[config.mk]
export PLATFORM = sky130hd
export DESIGN_NAME = clock_divider_bank
export DESIGN_NICKNAME = d
export VERILOG_FILES = /design/src/rtl/clock_divider_bank.sv
export SDC_FILE = /design/constraint.sdc
export NUM_CORES = 1
export LEC_CHECK = 0
export CAP_MARGIN = 10
export CORE_MARGIN = 2
export CORE_UTILIZATION = 35
export DETAILED_ROUTE_END_ITERATION = 10
export GPL_TIMING_DRIVEN = 0
export PLACE_DENSITY_LB_ADDON = 0.3
export SLEW_MARGIN = 10
export SYNTH_ARGS = -nofsm -noshare
export SYNTH_HDL_FRONTEND = slang
export SYNTH_SLANG_ARGS = --single-unit
[constraint.sdc]
create_clock -name i_SYS_CLOCK -period 11.77 [get_ports i_SYS_CLOCK]
set_clock_uncertainty 0.2 [all_clocks]
set_input_delay 2.354 -clock i_SYS_CLOCK [delete_from_list [all_inputs] [get_ports i_SYS_CLOCK]]
set_output_delay 2.354 -clock i_SYS_CLOCK [all_outputs]
set_load 0.03 [all_outputs]
[src/rtl/clock_divider_bank.sv]
// clock_divider_bank
// Multi-channel programmable clock divider. Each channel counts enabled
// system-clock edges modulo its divisor D and produces a registered divided
// clock (low for D-H cycles, high for H cycles) plus a one-cycle tick at the
// start of every period. New settings are held in a shadow register and move
// into the active set only on a period boundary, so no runt pulse can occur.
//
// Ports:
//   i_SYS_CLOCK     system clock, all logic on the rising edge
//   i_RESET         asynchronous active-high reset
//   i_ENABLE        per-channel run enable
//   i_LOAD          one-cycle strobe writing the shadow settings of one channel
//   i_LOAD_CHANNEL  channel targeted by i_LOAD (out-of-range index is ignored)
//   i_DIVISOR       new period in cycles (clamped to >= 2)
//   i_HIGH_COUNT    new high time in cycles (clamped to [1, D-1])
//   o_CLOCK         registered divided clock per channel
//   o_TICK          registered period-start pulse per channel
//   o_PENDING       per channel: a shadow update awaits a period boundary
module clock_divider_bank #(
  parameter int CHANNELS      = 4,
  parameter int WIDTH         = 16,
  parameter int RESET_DIVISOR = 2,
  parameter int RESET_HIGH    = 1,
  parameter int IDX_W         = (CHANNELS > 1) ? $clog2(CHANNELS) : 1
) (
  input  logic                i_SYS_CLOCK,
  input  logic                i_RESET,
  input  logic [CHANNELS-1:0] i_ENABLE,
  input  logic                i_LOAD,
  input  logic [IDX_W-1:0]    i_LOAD_CHANNEL,
  input  logic [WIDTH-1:0]    i_DIVISOR,
  input  logic [WIDTH-1:0]    i_HIGH_COUNT,
  output logic [CHANNELS-1:0] o_CLOCK,
  output logic [CHANNELS-1:0] o_TICK,
  output logic [CHANNELS-1:0] o_PENDING
);

  localparam logic [WIDTH-1:0] RST_D = WIDTH'(RESET_DIVISOR);
  localparam logic [WIDTH-1:0] RST_H = WIDTH'(RESET_HIGH);

  // Divisors below 2 cannot produce a toggling output; force them to 2.
  function automatic logic [WIDTH-1:0] clamp_div(input logic [WIDTH-1:0] d);
    logic [WIDTH-1:0] r;
    if (d < WIDTH'(2)) begin
      r = WIDTH'(2);
    end else begin
      r = d;
    end
    return r;
  endfunction

  // High time limited to [1, d_c-1] so the low phase D-H is at least one cycle.
  function automatic logic [WIDTH-1:0] clamp_high(input logic [WIDTH-1:0] d_c,
                                                   input logic [WIDTH-1:0] h);
    logic [WIDTH-1:0] max_h;
    logic [WIDTH-1:0] r;
    max_h = d_c - WIDTH'(1);
    if (h == WIDTH'(0)) begin
      r = WIDTH'(1);
    end else if (h > max_h) begin
      r = max_h;
    end else begin
      r = h;
    end
    return r;
  endfunction

  logic [WIDTH-1:0] new_d;
  logic [WIDTH-1:0] new_h;

  // Clamped load values, shared by all channels.
  always_comb begin
    new_d = clamp_div(i_DIVISOR);
    new_h = clamp_high(new_d, i_HIGH_COUNT);
  end

  for (genvar c = 0; c < CHANNELS; c++) begin : g_ch
    logic [WIDTH-1:0] cnt_r, act_d_r, act_h_r, sh_d_r, sh_h_r;
    logic             pend_r, clk_r, tick_r;
    logic [WIDTH-1:0] nxt_cnt, nxt_act_d, nxt_act_h, nxt_sh_d, nxt_sh_h;
    logic             nxt_pend, nxt_clk, nxt_tick;
    logic             load_hit, wrap;

    // Next-state logic for one channel: count, shadow handling and outputs.
    always_comb begin
      load_hit  = i_LOAD && (i_LOAD_CHANNEL == IDX_W'(c));
      wrap      = (cnt_r == (act_d_r - WIDTH'(1)));
      nxt_cnt   = cnt_r;
      nxt_act_d = act_d_r;
      nxt_act_h = act_h_r;
      nxt_sh_d  = sh_d_r;
      nxt_sh_h  = sh_h_r;
      nxt_pend  = pend_r;
      nxt_clk   = 1'b0;
      nxt_tick  = 1'b0;
      if (!i_ENABLE[c]) begin
        // Idle channel: settings take effect at once, outputs held low.
        nxt_cnt  = {WIDTH{1'b0}};
        nxt_pend = 1'b0;
        if (load_hit) begin
          nxt_act_d = new_d;
          nxt_act_h = new_h;
          nxt_sh_d  = new_d;
          nxt_sh_h  = new_h;
        end else begin
          nxt_act_d = sh_d_r;
          nxt_act_h = sh_h_r;
        end
      end else begin
        if (load_hit) begin
          nxt_sh_d = new_d;
          nxt_sh_h = new_h;
        end else begin
          nxt_sh_d = sh_d_r;
          nxt_sh_h = sh_h_r;
        end
        if (wrap) begin
          // Period boundary: the latest settings (including a load on this
          // very edge) govern the period that starts here.
          nxt_cnt   = {WIDTH{1'b0}};
          nxt_act_d = nxt_sh_d;
          nxt_act_h = nxt_sh_h;
          nxt_pend  = 1'b0;
        end else begin
          nxt_cnt  = cnt_r + WIDTH'(1);
          nxt_pend = pend_r | load_hit;
        end
        nxt_clk  = (nxt_cnt >= (nxt_act_d - nxt_act_h));
        nxt_tick = (nxt_cnt == {WIDTH{1'b0}});
      end
    end

    // Channel state and registered outputs.
    always_ff @(posedge i_SYS_CLOCK or posedge i_RESET) begin
      if (i_RESET) begin
        cnt_r   <= {WIDTH{1'b0}};
        act_d_r <= RST_D;
        act_h_r <= RST_H;
        sh_d_r  <= RST_D;
        sh_h_r  <= RST_H;
        pend_r  <= 1'b0;
        clk_r   <= 1'b0;
        tick_r  <= 1'b0;
      end else begin
        cnt_r   <= nxt_cnt;
        act_d_r <= nxt_act_d;
        act_h_r <= nxt_act_h;
        sh_d_r  <= nxt_sh_d;
        sh_h_r  <= nxt_sh_h;
        pend_r  <= nxt_pend;
        clk_r   <= nxt_clk;
        tick_r  <= nxt_tick;
      end
    end

    assign o_CLOCK[c]   = clk_r;
    assign o_TICK[c]    = tick_r;
    assign o_PENDING[c] = pend_r;
  end

endmodule
== Yosys cells after proc, flatten, opt, wreduce, memory -nomap -nowiden ==
Cells that the tools add are included.
Operators by class
  $lt $le $gt $ge: 6
  muxes and demuxes: 63
  add/sub/neg operators: 13
  reduce and logical (&&, ||, !) cells: 10
  equality and inequality tests: 7
  bitwise logic cells: 4
Operator list (number)
  $mux 16: 47
  $logic_not 16->1: 5
  $sub 16x1->16 const B: 5
  $add 16x1->16 const B: 4
  $eq 16x16->1: 4
  $ge 16x16->1: 4
  $sub 16x16->16: 4
  $gt 16x16->1: 1
  $lt 16x2->1 const B: 1
  $mux 1: 16
  $eq 2x2->1 const B: 2
  $logic_and 1x1->1: 4
  $or 1x1->1: 4
  $eq 2x1->1 const B: 1
  $logic_not 2->1: 1
Storage, ports and cells
  flip-flop bits (word level): 332
  output and inout bits: 12
  input port bits: 41

== Logic depth before layout (Yosys ltp) ==
Gate-level depths: netlist of the first run.
  depth in word-level cells: 12
  mapped depth: 40
  depth with buffers taken out: 38

== Worst setup path after synthesis of the first run ==
No wires, ideal clock.
  kind: input -> register
  from: input port i_DIVISOR[10]
  to: register g_ch[3].clk_r
  library setup time: 134 ps
  buffers on the path: 3
  setup slack: 1136 ps
  cell stages on the path: 38
  data arrival time: 10301 ps
  cell sequence: buf_2 or4_1 nor4_2 nand2_1 o21ai_1 ha_1 nand2_1 or2_2 or3_1 xor2_1 ha_1 nand4_1 nor4_1 a21boi_1 o31a_1 buf_2 clkbuf_1 o211ai_1 [... 2 more ...] ha_1 a21o_1 a21o_1 a21oi_1 nor2_1 o21a_1 maj3_1 mux2i_1 a21oi_1 o21ai_1 mux2i_1 a2111oi_0 ha_1 o21a_1 o211ai_1 inv_1 a221oi_1 a21boi_0
On the way
  cells in the longest elaborated chain, start to end: 12
RTL lines
  start: declaration: line 31  | input logic [WIDTH-1:0] i_DIVISOR,
  $lt 16x2->1: line 44  | if (d < WIDTH'(2)) begin
  $mux 16 *: line 44
  $sub 16x1->16 *: line 57  | max_h = d_c - WIDTH'(1);
  $gt 16x16->1: line 60  | end else if (h > max_h) begin
  $mux 16 *: line 60
  $mux 16 *: line 58  | if (h == WIDTH'(0)) begin
  $mux 16 *
  net g_ch[3].nxt_sh_h[1]: line 80  | logic [WIDTH-1:0] nxt_cnt, nxt_act_d, nxt_act_h, nxt_sh_d, nxt_sh_h;
  $mux 16 *: line 117  | if (wrap) begin
  $mux 16 *: line 96  | if (!i_ENABLE[c]) begin
  $sub 16x16->16 *: line 128  | nxt_clk = (nxt_cnt >= (nxt_act_d - nxt_act_h));
  $ge 16x16->1 *: line 128
  $mux 1 *: line 96
  net g_ch[3].nxt_clk: line 81  | logic nxt_pend, nxt_clk, nxt_tick;
  end signal: assignment: line 151  | clk_r <= nxt_clk;
  end: declaration: line 79  | logic pend_r, clk_r, tick_r;
Mark *: on every way through the listed nets, which the timed path passes. The rest lies on a longest branch. The select of a mux whose other input is x is not followed.

== Final worst setup path of the first run ==
  from: input port i_DIVISOR[5]
  to: register g_ch[2].clk_r
On the way
  cells in the longest elaborated chain, start to end: 12
RTL lines (line)
  $lt 16x2->1: 44
  $mux 16 *: 44
  $sub 16x1->16 *: 57
  $gt 16x16->1: 60
  $mux 16 *: 60
  $mux 16 *: 58
  $mux 16 *
  net g_ch[2].nxt_sh_h[0]: 80
  $mux 16 *: 117
  $mux 16 *: 96
  $sub 16x16->16 *: 128
  $ge 16x16->1 *: 128
  $mux 1 *: 96
  net g_ch[2].nxt_clk: 81
  end signal: assignment: 151
  end: declaration: 79
Marked as above.

==> results of run 1 <==
registers in the layout (all words and copies together) (netlist names):
signal	flops
g_ch.cnt_r	64
g_ch.sh_h_r	64
g_ch.sh_d_r	64
g_ch.act_d_r	64
g_ch.pend_r	4
g_ch.act_h_r	64
g_ch.clk_r	4
g_ch.tick_r	4
cells in the final DEF (no fill, tap or decap), drive strengths merged, types with 43 or more instances in the layout:
| master | instances |
|---|---|
| mux2 | 110 |
| nor2 | 236 |
| inv | 114 |
| nand2 | 209 |
| nand3 | 61 |
| dfrtp | 316 |
| ha | 141 |
| a21o | 43 |
| buf | 58 |
| xor2 | 96 |
| mux2i | 108 |
| clkbuf | 153 |
| a21oi | 130 |
| xnor2 | 121 |
| o21ai | 152 |
area by class of cell:
type | count | share of cell area
clock inverters | 17 | 0.009653
well taps | 846 | 0.04145
multi-input cells | 1839 | 0.5150
inverters | 112 | 0.01676
flip-flops and latches | 332 | 0.3261
diodes | 1 | 0.00009800
repair buffers | 58 | 0.02288
clock buffers | 56 | 0.04435
plain buffers | 138 | 0.02367
power breakdown:
| group | internal (mW) | switching, mW |
|---|---|---|
| sequential | 1.33 | 0.117 |
| combinational | 0.703 | 0.907 |
| clock | 0.804 | 0.503 |
| total | 2.84 | 1.53 |
timing repair:
action	CTS	global route
setup buffers	4	8
hold buffers	0	0
pin swaps	2	6
gates resized for setup	20	28
gates cloned	0	0
setup endpoints to repair	4	4
cell usage after synthesis, types with 12 or more instances:
library cell,number,area [µm²]
dfrtp_1,316,7908
nor2_1,235,882.1
nand2_1,209,784.5
o21ai_0,144,720.7
ha_1,141,1764
a21oi_1,129,645.6
xnor2_1,121,1060
inv_1,112,420.4
mux2_2,110,1239
mux2i_1,107,1071
xor2_1,96,840.8
clkbuf_1,94,352.8
nand3_1,60,300.3
a21o_1,43,322.8
and2_1,31,193.9
o211ai_1,29,217.7
nor3_1,27,135.1
nand2b_1,26,162.7
and3_1,24,150.1
nand4_1,22,137.6
nor4_1,21,131.4
or3_1,20,125.1
buf_2,18,90.09
dfstp_2,16,420.4
maj3_1,16,160.2
a41oi_1,15,131.4
nor2b_1,15,93.84
buf_4,13,97.59
buf_1,12,45.04
layer usage:
layer  track usage  wire length, µm  vias to the layer above
met5             0               30                        -
met4       0.04667             1301                        4
met3       0.03401             3454                       77
met2        0.3211            30110                      411
met1        0.2610            29160                     8915
li1              -                -                     8695
tightest hold or removal path, stage by stage (launching register included):
cell	delay, ps
dfrtp_1	320
nand2_1	50
o21ai_2	80
worst paths after layout:
path                                              startpoint                     endpoint  slack, ps
worst max-delay path                            i_DIVISOR[5]      g_ch[2].clk_r$_DFF_PP0_        510
worst min-delay path             g_ch[3].sh_h_r[1]$_DFF_PP0_  g_ch[3].sh_h_r[1]$_DFF_PP0_        290
worst max register to register  g_ch[2].act_d_r[0]$_DFF_PP0_      g_ch[2].clk_r$_DFF_PP0_       3110
worst min register to register   g_ch[3].sh_h_r[1]$_DFF_PP0_  g_ch[3].sh_h_r[1]$_DFF_PP0_        290
max in group asynchronous                            i_RESET  g_ch[2].cnt_r[13]$_DFF_PP0_       8150
min in group asynchronous                            i_RESET  g_ch[0].cnt_r[12]$_DFF_PP0_       2120
metrics by stage:
stage	utilization	std cells
floorplan	-	2421
global placement	0.3784	3311
detailed placement	0.3793	3313
CTS	0.4025	3390
global route	0.4048	3398
finish	0.4048	3399
cell families (layout without fill, tap and decap cells):
logic type	count (synthesis)	after routing	share of synthesized area
AOI/OAI and AO/OA	472	472	0.1343
xor gates and xnor gates	218	218	0.08603
adders and majority gates	161	161	0.08961
buffers and inverters	250	381	0.04548
DFF	332	332	0.3723
muxes	218	218	0.1039
other	0	1	0
and+or+nand+nor	770	770	0.1684
==> summary.txt, run 1 <==
Min-Delay Path Class - reg2reg
actual slew at the worst max-slew pin - 968.4 ps
clk_lat worst skew - 580 ps
syn_area_per_cell - 9.239 µm²
post-synth cell types - 96
Die X-Extent - 256.8 µm
ratio of cells with drive above 1 in the final layout - 0.1164
Synth Instances - 2421
Slew Viols, Final - 0
Critical Path Stages - 37
Tot GR Track Use - 0.1934
Final Cell Area - 0.02553 mm²
CP Capture Type - flip-flop
critical path arrival - 11510 ps
H-Tree Depth - 2
clock root cell - clkbuf_16
initial antenna violation count - 3
First-pass DRT Iterations - 5
Hold Path Stages - 2
most common flop cell mapped by yosys - dfrtp_1
Post-synth ARST share - 1.000
VDD IR max - 0.00009358 V
final setup margin - 512.0 ps
P per Cell Area - 171.0 mW/mm²
vias in the first global route - 17980
Most common cell on crit path - nand2_1
NumNets Final - 2707
clock buffer depth - 3
CP max FO - 10
Pleak - 11.53 nW
RSZ-0062 raised after global routing - false
CTS buffer count - 40
cell area after synthesis - 0.02237 mm²
Routed Wire Length - 64050 µm
total congestion overflow - 0
I/O Pins - 53
largest net degree at the start of global routing - 123
Slowest-stage cell, CP - clkdlybuf4s50_1
Crit Path Class - in2reg
slew margin rel. - 0.3516
Final Hold Vio Count - 0
first-pass GRT wire length - 101800 µm
Vias/cell - 5.326
crit share post-route - 0.9565
Starting Density - 0.3546
Final Critical Period - 11260 ps
P&R area growth vs syn - 14.16%
RD Place Congestion - 0.8867
dpl cell area - 0.02393 mm²
worst slack at placement - -2048 ps
clk sink count - 332
fillers - 6270
Multi-input gate area - 0.01315 mm²
final hold slack - 294.1 ps
Final setup viols - 0
I/O Buffers - 44
worst r2r path cells - 31
die height - 256.8 µm
flops & latches, synth - 332
dpl hpwl - 47730 µm
CP Data Required Time - 12020 ps
drt drc - 0
Worst Path Buf+Inv - 4
Max Cap Violations - 0
sequential cell area - 0.008328 mm²
Iter 0 DRT Violations - 1234
number of flops mapped to enable cells by yosys - 0
max incr delay on CP - 730 ps
Core Rows - 92
CTS tree - done
Core Region - 0.06308 mm²
Die ar. - 0.06595 mm²
status - complete, no violations
Clk pin slew, worst setup/hold paths - 60 ps
post-route ant nets - 0
CP top delay family - compound AO/OA/AOI/OAI gates
startpoint types - primary input
setup TNS - 0 ps
post-synthesis sequential area ratio - 0.3723
Max Freq - 88.83 MHz
Pwr Total - 4.366 mW
vias - 18100
Synth Warn # - 0
Routed WL per cell - 18.84 µm
Syn Nets - 2607
Note: power is estimated with default switching activity, not from simulation.
==> run 2, diff against run 1 <==
--- a/config.mk
+++ b/config.mk
@@ -11,6 +11,7 @@
 export DETAILED_ROUTE_END_ITERATION = 10
 export GPL_TIMING_DRIVEN = 0
 export PLACE_DENSITY_LB_ADDON = 0.3
+export SKIP_CTS_REPAIR_TIMING = 1
 export SLEW_MARGIN = 10
 export SYNTH_ARGS = -nofsm -noshare
 export SYNTH_HDL_FRONTEND = slang
==> run 2 against run 1 <==
Effect of this change:
- combinational power hardly changed
- highest routed layer unchanged
- fmax is 0.21% lower
- critical path type unchanged
- hold slack better by 1.4 ps
- final area stayed put
- non-clock buffer count is 1 higher
- global-route usage is 0.058 points lower
==> summary.txt, run 2 (synthesized netlist as in run 1, its figures left out) <==
status - complete, no violations
RSZ-0062 raised after global routing - true
Core Region - 0.06308 mm²
Multi-input gate area - 0.01314 mm²
Die X-Extent - 256.8 µm
commonest non-fill, non-tap cells in the layout - dfrtp_1 (316), nor2_1 (234), nand2_1 (209)
final setup margin - 488.1 ps
Max Freq - 88.64 MHz
P per Cell Area - 170.8 mW/mm²
Slowest-stage cell, CP - clkdlybuf4s50_1
Iter 0 DRT Violations - 1245
CTS buffer count - 40
ratio of cells with drive above 1 in the final layout - 0.1171
Placed Cells - 3313
CP max FO - 10
RD Place Congestion - 0.8867
vias - 18100
Pleak - 11.56 nW
Hold Path Stages - 2
Min-Delay Path Class - reg2reg
vias in the first global route - 17930
R2R Setup Slk - 3120 ps
Max Cap Violations - 0
CP Capture Type - flip-flop
actual slew at the worst max-slew pin - 985.1 ps
critical path arrival - 11510 ps
VDD IR max - 0.00009333 V
Final Hold Vio Count - 0
Slew Viols, Final - 0
H-Tree Depth - 2
max incr delay on CP - 870 ps
setup TNS - 0 ps
Final setup viols - 0
Routed WL per cell - 18.78 µm
post-route ant nets - 0
diodes inserted - 0
first-pass GRT wire length - 101500 µm
Most common cell on crit path - ha_1
dpl hpwl - 47730 µm
Die ar. - 0.06595 mm²
Routed Wire Length - 63850 µm
startpoint types - primary input
die height - 256.8 µm
NumNets Final - 2708
CP Data Required Time - 12000 ps
largest net degree at the start of global routing - 123
net switching power - 1.526 mW
Final Util - 0.4048
Clock Power Share - 0.300
sequential power share - 0.332
Starting Density - 0.3546
total congestion overflow - 0
Combinational Power Share - 0.368
clock buffer depth - 3
I/O Buffers - 44
clk_lat worst skew - 570 ps
Vias/cell - 5.324
I/O Pins - 53
Pwr Total - 4.362 mW
Tot GR Track Use - 0.1928
drt drc - 0
Final Critical Period - 11280 ps
Sw Ratio - 0.3497
First-pass DRT Iterations - 7
initial antenna violation count - 3
CTS tree - done
Crit Path Class - in2reg
worst slack at placement - -2048 ps
commonest non-fill, non-tap cell in the layout - dfrtp_1
Final Instance Count excl. Fillers - 3399
sequential cell area - 0.008328 mm²
P&R area growth vs syn - 14.16%
clk sink count - 332
crit share post-route - 0.9585
worst r2r path cells - 33
Core Rows - 92
slew margin rel. - 0.3340
clock root cell - clkbuf_16
fillers - 6271
internal power - 2.836 mW
Clk pin slew, worst setup/hold paths - 60 ps
[run 2: power groups by stage]
stage          combinational (mW)  clock, mW  sequential (mW)
3_3_place_gp                 1.53          0             1.46
2_1_floorplan                1.21          0             1.43
5_1_grt                      1.81       1.38             1.47
4_1_cts                      1.58       1.34             1.45
3_5_place_dp                 1.57          0             1.47
6_report                     1.60       1.31             1.45
[run 2: path summary, 6_finish.rpt]
path,startpoint,endpoint
setup / recovery,i_DIVISOR[5],g_ch[3].clk_r$_DFF_PP0_
hold / removal,g_ch[2].sh_h_r[2]$_DFF_PP0_,g_ch[2].sh_h_r[2]$_DFF_PP0_
setup reg to reg,g_ch[2].act_d_r[0]$_DFF_PP0_,g_ch[2].clk_r$_DFF_PP0_
hold reg to reg,g_ch[2].sh_h_r[2]$_DFF_PP0_,g_ch[2].sh_h_r[2]$_DFF_PP0_
max in group asynchronous,i_RESET,g_ch[2].sh_d_r[11]$_DFF_PP0_
min in group asynchronous,i_RESET,g_ch[0].cnt_r[12]$_DFF_PP0_
[run 2: cell type report]
class                           count  area share
Sequential cell                   332      0.3261
Clock buffer                       56     0.04435
Tap cell                          846     0.04145
Inverter                          112     0.01676
Clock inverter                     17    0.009653
Timing Repair Buffer               59     0.02342
Buffer                            138     0.02377
Multi-Input combinational cell   1839      0.5145
[run 2: critical path: cells and delay by family]
kind | cells | cell delay, ps
multiplexers | 3 | 620
adder cells (fa/ha/maj) | 5 | 1660
XOR/XNOR | 1 | 180
AND/OR/NAND/NOR | 7 | 1250
buffers and inverters | 5 | 1580
AO/OA/AOI/OAI | 16 | 3850
[run 2: metal layers]
metal	global-route usage	part of all wire	wire (µm)	vias to the layer above
li1	-	-	-	8699
met1	0.2615	0.46	29450	8937
met2	0.3209	0.47	30210	388
met3	0.03124	0.046	2965	71
met4	0.04603	0.019	1215	2
met5	0	0.00020	13	-
[run 2: per-stage QoR]
step,instance area (µm²),hold slack [ps]
finish,25530,295.6
global route,25530,312.1
CTS,25310,307.1
detailed placement,23930,294.2
global placement,23870,285.7
floorplan,22370,261.1
